===== src/rtl/gbuff_arb_pkg.sv =====
// rtl/gbuff_arb_pkg.sv - shared types and constants for the global-buffer port arbiter
package gbuff_arb_pkg;

    typedef enum logic [1:0] {
        ST_IDLE = 2'd0,
        ST_OWN0 = 2'd1,
        ST_OWN1 = 2'd2
    } arb_state_t;

    localparam int PORT_CPU         = 0;
    localparam int PORT_TPU         = 1;
    localparam int DEF_STARVE_LIMIT = 16;

endpackage


===== src/rtl/gbuff_port_arbiter_if.sv =====
// rtl/gbuff_port_arbiter_if.sv - requester ports and buffer drive bundled for one arbiter
interface gbuff_port_arbiter_if #(
    parameter int ADDR_BITS = 8,
    parameter int DATA_BITS = 32
);
    logic                 p0_req;
    logic                 p0_lock;
    logic                 p0_we;
    logic [ADDR_BITS-1:0] p0_index;
    logic [DATA_BITS-1:0] p0_wdata;
    logic                 p0_gnt;
    logic                 p0_rvalid;
    logic [DATA_BITS-1:0] p0_rdata;

    logic                 p1_req;
    logic                 p1_lock;
    logic                 p1_we;
    logic [ADDR_BITS-1:0] p1_index;
    logic [DATA_BITS-1:0] p1_wdata;
    logic                 p1_gnt;
    logic                 p1_rvalid;
    logic [DATA_BITS-1:0] p1_rdata;

    logic                 buf_wr_en;
    logic [ADDR_BITS-1:0] buf_index;
    logic [DATA_BITS-1:0] buf_data_in;
    logic [DATA_BITS-1:0] buf_data_out;

    // Requesters plus the buffer itself
    modport master (
        output p0_req, p0_lock, p0_we, p0_index, p0_wdata,
        input  p0_gnt, p0_rvalid, p0_rdata,
        output p1_req, p1_lock, p1_we, p1_index, p1_wdata,
        input  p1_gnt, p1_rvalid, p1_rdata,
        input  buf_wr_en, buf_index, buf_data_in,
        output buf_data_out
    );

    modport slave (
        input  p0_req, p0_lock, p0_we, p0_index, p0_wdata,
        output p0_gnt, p0_rvalid, p0_rdata,
        input  p1_req, p1_lock, p1_we, p1_index, p1_wdata,
        output p1_gnt, p1_rvalid, p1_rdata,
        output buf_wr_en, buf_index, buf_data_in,
        input  buf_data_out
    );

endinterface


===== src/rtl/gbuff_starve_ctr.sv =====
// rtl/gbuff_starve_ctr.sv - saturating denied-cycle counter that forces a port-0 grant
module gbuff_starve_ctr #(
    parameter int LIMIT = 16
) (
    input  logic clk,
    input  logic reset,
    input  logic i_req,
    input  logic i_gnt,
    output logic o_force
);

    localparam logic [7:0] LIM = 8'(LIMIT);

    logic [7:0] r_cnt;

    always_ff @(posedge clk or posedge reset) begin
        if (reset) begin
            r_cnt <= 8'd0;
        end else if (!i_req || i_gnt) begin
            r_cnt <= 8'd0;
        end else if (r_cnt != LIM) begin
            r_cnt <= r_cnt + 8'd1;
        end
    end

    assign o_force = i_req && (r_cnt == LIM);

endmodule


===== src/rtl/gbuff_port_arbiter.sv =====
// rtl/gbuff_port_arbiter.sv - two-port arbiter in front of one single-port global buffer
// Optional starvation guard for port 0 enabled by GBUFF_ARB_STARVE_EN.
module gbuff_port_arbiter
    import gbuff_arb_pkg::*;
#(
    parameter int ADDR_BITS    = 8,
    parameter int DATA_BITS    = 32
`ifdef GBUFF_ARB_STARVE_EN
   ,parameter int STARVE_LIMIT = DEF_STARVE_LIMIT
`endif
) (
    input  logic                 clk,
    input  logic                 reset,
    gbuff_port_arbiter_if.slave  bus
);

    arb_state_t           r_state;
    arb_state_t           w_state_nxt;
    logic [1:0]           w_gnt;
    logic                 w_force;
    logic                 w_buf_wr_en;
    logic [ADDR_BITS-1:0] w_buf_index;
    logic [DATA_BITS-1:0] w_buf_data;
    logic [ADDR_BITS-1:0] r_last_index;
    logic [DATA_BITS-1:0] r_last_data;
    logic [1:0]           r_rvalid;

`ifdef GBUFF_ARB_STARVE_EN
    gbuff_starve_ctr #(.LIMIT(STARVE_LIMIT)) u_starve (
        .clk     (clk),
        .reset   (reset),
        .i_req   (bus.p0_req),
        .i_gnt   (w_gnt[PORT_CPU]),
        .o_force (w_force)
    );
`else
    assign w_force = 1'b0;
`endif

    always_ff @(posedge clk or posedge reset) begin
        if (reset) begin
            r_state <= ST_IDLE;
        end else begin
            r_state <= w_state_nxt;
        end
    end

    // Grants are gated by reset so nothing reaches the buffer while reset is high
    always_comb begin
        w_gnt       = 2'b00;
        w_state_nxt = r_state;
        if (!reset) begin
            if (w_force) begin
                w_gnt[PORT_CPU] = 1'b1;
            end else begin
                case (r_state)
                    ST_IDLE: begin
                        if (bus.p1_req)      w_gnt[PORT_TPU] = 1'b1;
                        else if (bus.p0_req) w_gnt[PORT_CPU] = 1'b1;
                    end
                    ST_OWN0: w_gnt[PORT_CPU] = bus.p0_req;
                    ST_OWN1: w_gnt[PORT_TPU] = bus.p1_req;
                    default: w_gnt = 2'b00;
                endcase
            end

            // A forced port-0 grant never takes or drops ownership by itself
            case (r_state)
                ST_IDLE: begin
                    if (w_gnt[PORT_TPU] && bus.p1_lock)
                        w_state_nxt = ST_OWN1;
                    else if (w_gnt[PORT_CPU] && bus.p0_lock && !w_force)
                        w_state_nxt = ST_OWN0;
                end
                ST_OWN0: begin
                    if (!bus.p0_req || (w_gnt[PORT_CPU] && !bus.p0_lock))
                        w_state_nxt = ST_IDLE;
                end
                ST_OWN1: begin
                    if (!bus.p1_req || (w_gnt[PORT_TPU] && !bus.p1_lock))
                        w_state_nxt = ST_IDLE;
                end
                default: w_state_nxt = ST_IDLE;
            endcase
        end
    end

    always_comb begin
        w_buf_wr_en = (w_gnt[PORT_CPU] && bus.p0_we) || (w_gnt[PORT_TPU] && bus.p1_we);
        w_buf_index = r_last_index;
        w_buf_data  = r_last_data;
        if (w_gnt[PORT_TPU]) begin
            w_buf_index = bus.p1_index;
            w_buf_data  = bus.p1_wdata;
        end else if (w_gnt[PORT_CPU]) begin
            w_buf_index = bus.p0_index;
            w_buf_data  = bus.p0_wdata;
        end
    end

    always_ff @(posedge clk or posedge reset) begin
        if (reset) begin
            r_last_index <= '0;
            r_last_data  <= '0;
            r_rvalid     <= 2'b00;
        end else begin
            if (|w_gnt) begin
                r_last_index <= w_buf_index;
                r_last_data  <= w_buf_data;
            end
            r_rvalid <= w_gnt & ~{bus.p1_we, bus.p0_we};
        end
    end

    assign bus.p0_gnt      = w_gnt[PORT_CPU];
    assign bus.p1_gnt      = w_gnt[PORT_TPU];
    assign bus.p0_rvalid   = r_rvalid[PORT_CPU];
    assign bus.p1_rvalid   = r_rvalid[PORT_TPU];
    assign bus.p0_rdata    = bus.buf_data_out;
    assign bus.p1_rdata    = bus.buf_data_out;
    assign bus.buf_wr_en   = w_buf_wr_en;
    assign bus.buf_index   = w_buf_index;
    assign bus.buf_data_in = w_buf_data;

endmodule


===== src/flat_wrapper.sv =====
// flat-port wrapper written by rule: the top's interface ports become plain ports
module gbuff_port_arbiter_flat import gbuff_arb_pkg::*;
#(
    parameter int ADDR_BITS    = 8,
    parameter int DATA_BITS    = 32

)
  (clk, reset, bus_p0_req, bus_p0_lock, bus_p0_we, bus_p0_index, bus_p0_wdata, bus_p0_gnt, bus_p0_rvalid, bus_p0_rdata, bus_p1_req, bus_p1_lock, bus_p1_we, bus_p1_index, bus_p1_wdata, bus_p1_gnt, bus_p1_rvalid, bus_p1_rdata, bus_buf_wr_en, bus_buf_index, bus_buf_data_in, bus_buf_data_out);
  gbuff_port_arbiter_if #(.ADDR_BITS(ADDR_BITS), .DATA_BITS(DATA_BITS)) bus_i ();
  input  logic clk;
  input  logic reset;
  input wire logic [$bits(bus_i.p0_req)-1:0] bus_p0_req;
  input wire logic [$bits(bus_i.p0_lock)-1:0] bus_p0_lock;
  input wire logic [$bits(bus_i.p0_we)-1:0] bus_p0_we;
  input wire logic [$bits(bus_i.p0_index)-1:0] bus_p0_index;
  input wire logic [$bits(bus_i.p0_wdata)-1:0] bus_p0_wdata;
  output wire logic [$bits(bus_i.p0_gnt)-1:0] bus_p0_gnt;
  output wire logic [$bits(bus_i.p0_rvalid)-1:0] bus_p0_rvalid;
  output wire logic [$bits(bus_i.p0_rdata)-1:0] bus_p0_rdata;
  input wire logic [$bits(bus_i.p1_req)-1:0] bus_p1_req;
  input wire logic [$bits(bus_i.p1_lock)-1:0] bus_p1_lock;
  input wire logic [$bits(bus_i.p1_we)-1:0] bus_p1_we;
  input wire logic [$bits(bus_i.p1_index)-1:0] bus_p1_index;
  input wire logic [$bits(bus_i.p1_wdata)-1:0] bus_p1_wdata;
  output wire logic [$bits(bus_i.p1_gnt)-1:0] bus_p1_gnt;
  output wire logic [$bits(bus_i.p1_rvalid)-1:0] bus_p1_rvalid;
  output wire logic [$bits(bus_i.p1_rdata)-1:0] bus_p1_rdata;
  output wire logic [$bits(bus_i.buf_wr_en)-1:0] bus_buf_wr_en;
  output wire logic [$bits(bus_i.buf_index)-1:0] bus_buf_index;
  output wire logic [$bits(bus_i.buf_data_in)-1:0] bus_buf_data_in;
  input wire logic [$bits(bus_i.buf_data_out)-1:0] bus_buf_data_out;
  assign bus_i.p0_req = bus_p0_req;
  assign bus_i.p0_lock = bus_p0_lock;
  assign bus_i.p0_we = bus_p0_we;
  assign bus_i.p0_index = bus_p0_index;
  assign bus_i.p0_wdata = bus_p0_wdata;
  assign bus_p0_gnt = bus_i.p0_gnt;
  assign bus_p0_rvalid = bus_i.p0_rvalid;
  assign bus_p0_rdata = bus_i.p0_rdata;
  assign bus_i.p1_req = bus_p1_req;
  assign bus_i.p1_lock = bus_p1_lock;
  assign bus_i.p1_we = bus_p1_we;
  assign bus_i.p1_index = bus_p1_index;
  assign bus_i.p1_wdata = bus_p1_wdata;
  assign bus_p1_gnt = bus_i.p1_gnt;
  assign bus_p1_rvalid = bus_i.p1_rvalid;
  assign bus_p1_rdata = bus_i.p1_rdata;
  assign bus_buf_wr_en = bus_i.buf_wr_en;
  assign bus_buf_index = bus_i.buf_index;
  assign bus_buf_data_in = bus_i.buf_data_in;
  assign bus_i.buf_data_out = bus_buf_data_out;
  gbuff_port_arbiter #(.ADDR_BITS(ADDR_BITS), .DATA_BITS(DATA_BITS)) u_core (.clk(clk), .reset(reset), .bus(bus_i));
endmodule

===== config.mk =====
export PLATFORM = sky130hd
export DESIGN_NAME = gbuff_port_arbiter_flat
export DESIGN_NICKNAME = d
export VERILOG_FILES = /design/src/rtl/gbuff_arb_pkg.sv /design/src/rtl/gbuff_port_arbiter_if.sv /design/src/rtl/gbuff_starve_ctr.sv /design/src/rtl/gbuff_port_arbiter.sv /design/src/flat_wrapper.sv
export SDC_FILE = /design/constraint.sdc
export NUM_CORES = 1
export LEC_CHECK = 0
export CORE_MARGIN = 4
export CORE_UTILIZATION = 31
export CTS_BUF_LIST = sky130_fd_sc_hd__clkbuf_2
export DETAILED_ROUTE_END_ITERATION = 10
export PLACE_DENSITY_LB_ADDON = 0.2
export REMOVE_ABC_BUFFERS = 1
export SLEW_MARGIN = 20
export SYNTH_ARGS = -nofsm -noshare
export SYNTH_HDL_FRONTEND = slang
export SYNTH_SLANG_ARGS = --single-unit

===== constraint.sdc =====
create_clock -name clk -period 1.8 [get_ports clk]
set_input_delay 0.45 -clock clk [delete_from_list [all_inputs] [get_ports clk]]
set_output_delay 0.45 -clock clk [all_outputs]
set_load 0.02 [all_outputs]

==> flow_summary.yaml, run 1 <==
floorplanning:
  die_h_microns: 106
  rows: 35
  core_sq_mm: 0.00928
  die_w_microns: 106
  ios: 229
  start_util: 0.320
  dieArea_sq_mm: 0.0112
sta:
  finalCritPeriodShare: 1.34
  tightest_slew_ps: 328
  fin_crit_ps: 2410
  hold_violations: 0
  max_freq_mhz: 415
  rsz0062_at_grt: "yes"
  finalMaxSlewViolations: 0
  setup_ws_ps: -610
  hold_slack_ps: 313
  fin_tns_setup_ps: -23470
  setup-violations-final: 43
  max_slew_margin: 0.781
  fin_skew_ps: 7.08
worst_setup_path:
  start_kind: "flip-flop"
  cp-end-kind: "primary output"
  path_cells: "buf_6 -> nor2b_4 -> nor3_4 -> buf_6 -> buf_16 -> a221o_1 -> buf_6"
  cpMaxStageDelayCell: "dfrtp_1"
  path_buf_inv: 4
  required_ps: 1350
  critPathKind: "reg2out"
  slowest_delay_ps: 460
  worst-path-max-fanout: 10
  cp_common_cell: "buf_6"
  critPathTopFamily: "buffers and inverters"
  arrival_ps: 1960
route:
  viasPerCell: 5.26
  avgRoutedWirePerCell_microns: 22.2
  via_count: 2683
  drtIter0Drc: 83
  wirelength_microns: 11300
  ant_nets: 0
  drc: 0
  drtPass1Iterations: 4
grt:
  grt_antenna_before_repair: 0
  grt_pass1_wl_microns: 16000
  grt_start_max_net_pins: 43
  grt_overflow: 0
  track_usage: 0.186
  grt_pass1_vias: 2696
final_layout:
  drive_gt1_frac: 0.318
  n_fill_cell: 899
  fin_nets: 500
  fin_area_sq_mm: 0.00449
  num_antenna_cells: 0
  syn2layout_area_growth_pct: 51.0
  fin_util: 0.483
power_and_ir_drop:
  switching_share: 0.320
  leakage_uw: 0.00201
  vdd_ir_drop_max_mv: 0.382
  p_seq_frac: 0.379
  switchingPower_uw: 1060
  p_int_uw: 2250
  clockPowerShare: 0.165
  power_frac_comb: 0.456
  power_density_mw_per_mm2: 738
synth:
  avgSynthCellArea_sq_um: 11.2
  seq_area_frac_synth: 0.371
  synthCells: 265
  synth_seq_cells: 44
  ys_warn_count: 0
  synth_cell_type_count: 20
  syn_area_sq_mm: 0.00297
clocking:
  ctsHoldBuffers: 0
  cts.path.max_buffers: 2
  cts_root_buf: "clkbuf_2"
  clkSinkCount: 44
  htree_levels: 2
  cts_tree: "built"
  cts_buffers: 5
  path_clk_slew_ps: 220
  clock_latency_ps: 380
run_status:
  outcome: "complete, but fails checks"
  violations: "negative setup slack"
min_path:
  hold_path.class: "in2async"
job:
  cap_violations: 0
place:
  place.port_buffers: 132
  dpl_cell_area_sq_mm: 0.00416
  hpwlAfterDp_microns: 7850
  gp_congestion: 0.746
[final timing paths]
path / from / endpoint / slack, ps / cells past startpoint
worst min register to register: u_core.r_last_index[5]$_DFFE_PP0P_ / u_core.r_last_index[5]$_DFFE_PP0P_ / 540 / 1
min in group clk: bus_p0_req / u_core.r_rvalid[0]$_DFF_PP0_ / 500 / 3
max in group asynchronous: reset / u_core.r_last_data[15]$_DFFE_PP0P_ / 1060 / 4
worst max register to register: u_core.r_state[0]$_DFFE_PP0P_ / u_core.r_last_data[17]$_DFFE_PP0P_ / 40 / 8
worst min-delay path: reset / u_core.r_state[1]$_DFFE_PP0P_ / 310 / 3
worst max-delay path: u_core.r_state[0]$_DFFE_PP0P_ / bus_buf_data_in[9] / -610 / 7
[tightest hold or removal path: stages]
cell           delay [ps]
dlygate4sd2_1         330
buf_4                 190
inv_2                 100
[registers in the layout, summed over array words and instances, names as in the netlist]
register and flops:
u_core.r_last_index 8, u_core.r_rvalid 2, u_core.r_last_data 32, u_core.r_state 2
[metal layers]
layer,share of wire,up-vias,wire [microns],global-route usage
li1,-,1206,-,-
met1,0.42,1270,4770,0.235
met2,0.39,191,4370,0.236
met3,0.17,12,1960,0.152
met4,0.0096,4,109,0.0352
met5,0.012,-,132,0.110
[layout make-up]
cell class / instances / area [sq um] / share of cell area
sequential: 44 / 1100 / 0.245
inverter: 1 / 3.75 / 0.000836
clock buffer: 5 / 25.0 / 0.00558
tap: 129 / 161 / 0.0360
timing repair buffer: 194 / 1960 / 0.437
multi-input combinational: 134 / 1200 / 0.267
clock inverter: 3 / 37.5 / 0.00836
[stage by stage]
stage,total power [uW],setup slack (ps),cells
after floorplan,1940,-1300,179
after detailed placement,2680,-1080,485
after global placement,2670,-1060,485
final,3310,-610,510
after global routing,3500,-721,510
after CTS,3280,-637,505
[power groups by stage]
| stage | Sequential (uW) | Clock, uW | Combinational, uW |
|---|---|---|---|
| finish | 1260 | 547 | 1510 |
| floorplan | 1250 | 0 | 688 |
| global placement | 1270 | 0 | 1400 |
| CTS | 1250 | 584 | 1450 |
| detailed placement | 1270 | 0 | 1410 |
| global route | 1280 | 615 | 1610 |
[placed cells by master (no fill, tap or decap)]
master	netlist	routed
nor3_4	1	1
clkdlybuf4s50_1	0	84
a221o_1	80	80
nor3b_4	1	1
buf_4	65	44
nand3b_1	1	1
and2_1	40	37
a21oi_1	1	1
clkinv_1	0	2
nor3_1	1	1
buf_12	0	6
and2_4	0	3
buf_8	0	4
a21o_4	0	1
inv_2	0	1
buf_16	0	2
clkbuf_2	0	5
nand2b_4	1	2
bufinv_16	0	1
a22o_1	2	2
nor2_1	2	2
buf_2	1	11
dfrtp_1	44	44
buf_6	17	36
dlygate4sd2_1	0	5
nor2b_4	0	1
clkbuf_16	0	2
nor4_1	1	1
[Yosys cell counts]
master    instances  area share
a221o_1          80        0.27
buf_4            65        0.16
dfrtp_1          44        0.37
and2_1           40       0.084
buf_6            17       0.064
clkbuf_1          3      0.0038
a22o_1            2      0.0059
nor2_1            2      0.0025
a21o_1            1      0.0025
a21oi_1           1      0.0017
buf_2             1      0.0017
inv_1             1      0.0013
nand2b_1          1      0.0021
nand2b_4          1      0.0046
nand3b_1          1      0.0025
nor2b_2           1      0.0029
nor3_1            1      0.0017
nor3_4            1      0.0055
nor3b_4           1      0.0063
nor4_1            1      0.0021
[timing repair]
| action | in CTS | in global routing |
|---|---|---|
| setup endpoints to repair | 45 | 45 |
| pin swaps | 23 | 8 |
| resized for setup | 242 | 28 |
| cloned | 4 | 3 |
| buffers inserted | 8 | 4 |
[cells by family after synthesis]
group	count (synthesis)	synth area share
compound gates	84	0.280
simple gates	50	0.115
buf+inv	87	0.235
flops	44	0.371
Power figures use the tool's default switching activity.
==> run 2, diff against run 1 <==
SETUP_SLACK_MARGIN = 0.5   (was default)
==> flow_summary.yaml, run 2 (synthesis gave the netlist of run 1 again) <==
run_status:
  outcome: "complete, but fails checks"
  violations: "negative setup slack"
worst_setup_path:
  worst_r2r_endpoint: "u_core.r_last_data[5]$_DFFE_PP0P_"
  path_cells: "buf_6 -> nor2b_4 -> nor3_4 -> buf_6 -> buf_16 -> a221o_1 -> buf_6"
  reg2reg_depth: 8
  required_ps: 1350
  crit_start: "u_core.r_state[0]$_DFFE_PP0P_"
  cp-endpoint: "bus_buf_data_in[14]"
  critPathKind: "reg2out"
  path_buf_inv: 4
  arrival_ps: 1990
  cp.depth: 7
  reg2reg_from: "u_core.r_state[0]$_DFFE_PP0P_"
  cp_common_cell: "buf_6"
  slowest_delay_ps: 450
  r2r_setup_slack_ps: 20
  cp-end-kind: "primary output"
  worst-path-max-fanout: 10
  cpMaxStageDelayCell: "dfrtp_1"
  critPathTopFamily: "buffers and inverters"
  start_kind: "flip-flop"
route:
  ant_nets: 0
  drtPass1Iterations: 4
  viasPerCell: 5.25
  drc: 0
  drtIter0Drc: 100
  avgRoutedWirePerCell_microns: 22.4
  wirelength_microns: 11700
  via_count: 2748
place:
  place.port_buffers: 132
  hpwlAfterDp_microns: 7850
  gp_congestion: 0.746
  place_inst: 485
  dpl_cell_area_sq_mm: 0.00416
grt:
  grt_pass1_vias: 2763
  track_usage: 0.192
  grt_pass1_wl_microns: 16500
  grt_overflow: 0
  grt_antenna_before_repair: 0
  grt_start_max_net_pins: 43
floorplanning:
  start_util: 0.320
  core_sq_mm: 0.00928
  die_h_microns: 106
  rows: 35
  dieArea_sq_mm: 0.0112
  ios: 229
  die_w_microns: 106
power_and_ir_drop:
  vdd_ir_drop_max_mv: 0.380
  power_density_mw_per_mm2: 710
  leakage_uw: 0.00212
  total_power_uw: 3370
sta:
  setup_ws_ps: -635
  tightest_slew_ps: 345
  fin_crit_ps: 2440
  max_slew_margin: 0.769
  finalCritPeriodShare: 1.35
  setup-violations-final: 43
  max_freq_mhz: 411
  rsz0062_at_grt: "yes"
  hold_violations: 0
  hold_slack_ps: 285
  fin_skew_ps: 8.16
  finalMaxSlewViolations: 0
  fin_tns_setup_ps: -25340
clocking:
  cts_root_buf: "clkbuf_2"
  ctsHoldBuffers: 0
  path_clk_slew_ps: 230
  cts_buffers: 5
  htree_levels: 2
  cts_tree: "built"
  clkSinkCount: 44
  cts.path.max_buffers: 2
  clock_latency_ps: 390
final_layout:
  fin_area_sq_mm: 0.00475
  syn2layout_area_growth_pct: 60.0
  drive_gt1_frac: 0.378
  fin_cells: 523
  num_antenna_cells: 0
  mostFrequentLayoutCell: "clkdlybuf4s50_1"
  largest_reg_flops: 32
  regMostFlops: "u_core.r_last_data"
  largestRegisters: "u_core.r_last_data: 32 flops, u_core.r_last_index: 8 flops"
  fin_nets: 513
  mostFrequentLayoutCells: "clkdlybuf4s50_1, a221o_1, buf_6"
job:
  cap_violations: 0
min_path:
  hold_path.class: "in2async"
## run 2: changes by cell type in the layout (fill, tap and decap cells not counted)
cell and change:
and2_1 -14, nand2b_1 +1, buf_6 +18, buf_8 +1, nand2b_4 -1, buf_16 +3, buf_4 -12, and2_4 +14
dlygate4sd2_1 -2, clkbuf_16 +1, buf_2 +4
## run 2: worst register-to-register path: stages, from the launching register on
cell and delay [ps]:
dfrtp_1 450, buf_6 140, nor2b_4 140, nor3_4 80, buf_6 140, clkbuf_16 150
buf_6 130, buf_4 140, a221o_1 330
## run 2: worst min path at each step
stage | endpoint | slack (ps) | cells past startpoint
2_1_floorplan | u_core.r_last_data[0]$_DFFE_PP0P_ | 480 | 1
3_3_place_gp | u_core.r_last_data[5]$_DFFE_PP0P_ | 500 | 1
3_5_place_dp | u_core.r_last_data[25]$_DFFE_PP0P_ | 500 | 1
4_1_cts | u_core.r_state[1]$_DFFE_PP0P_ | 250 | 3
5_1_grt | u_core.r_state[1]$_DFFE_PP0P_ | 250 | 3
6_report | u_core.r_state[1]$_DFFE_PP0P_ | 280 | 3
## run 2: power by group
part / internal, uW / switching (uW) / leakage, uW / total, uW
Combinational: 906 / 653 / 0.00154 / 1560
Clock: 226 / 330 / 0.0000380 / 556
Sequential: 1160 / 102 / 0.000548 / 1260
Total: 2290 / 1080 / 0.00212 / 3370
## run 2: per-layer routing
layer	track usage	up-vias	wire, microns
li1	-	1232	-
met3	0.152	13	1920
met4	0.0352	4	106
met2	0.249	186	4540
met5	0.110	-	130
met1	0.241	1313	5000
## run 2: layout make-up
| class | instances | area, sq um |
|---|---|---|
| fill | 889 | 4530 |
| multi-input combinational | 134 | 1230 |
| inverter | 1 | 3.75 |
| tap | 129 | 161 |
| sequential | 44 | 1100 |
| clock buffer | 5 | 25.0 |
| timing repair buffer | 207 | 2200 |
| clock inverter | 3 | 37.5 |
## run 2: through the flow
stage	worst slack, ps	util
floorplan	-1300	-
global placement	-1060	0.448
detailed placement	-1080	0.448
CTS	-637	0.489
global route	-735	0.512
finish	-635	0.512
## run 2: repair_timing
| item | in CTS | in global routing |
|---|---|---|
| gates cloned | 7 | 3 |
| gates resized for setup | 285 | 23 |
| endpoints found under the setup margin | 85 | 86 |
| pin swaps | 44 | 23 |
| setup buffers | 11 | 9 |
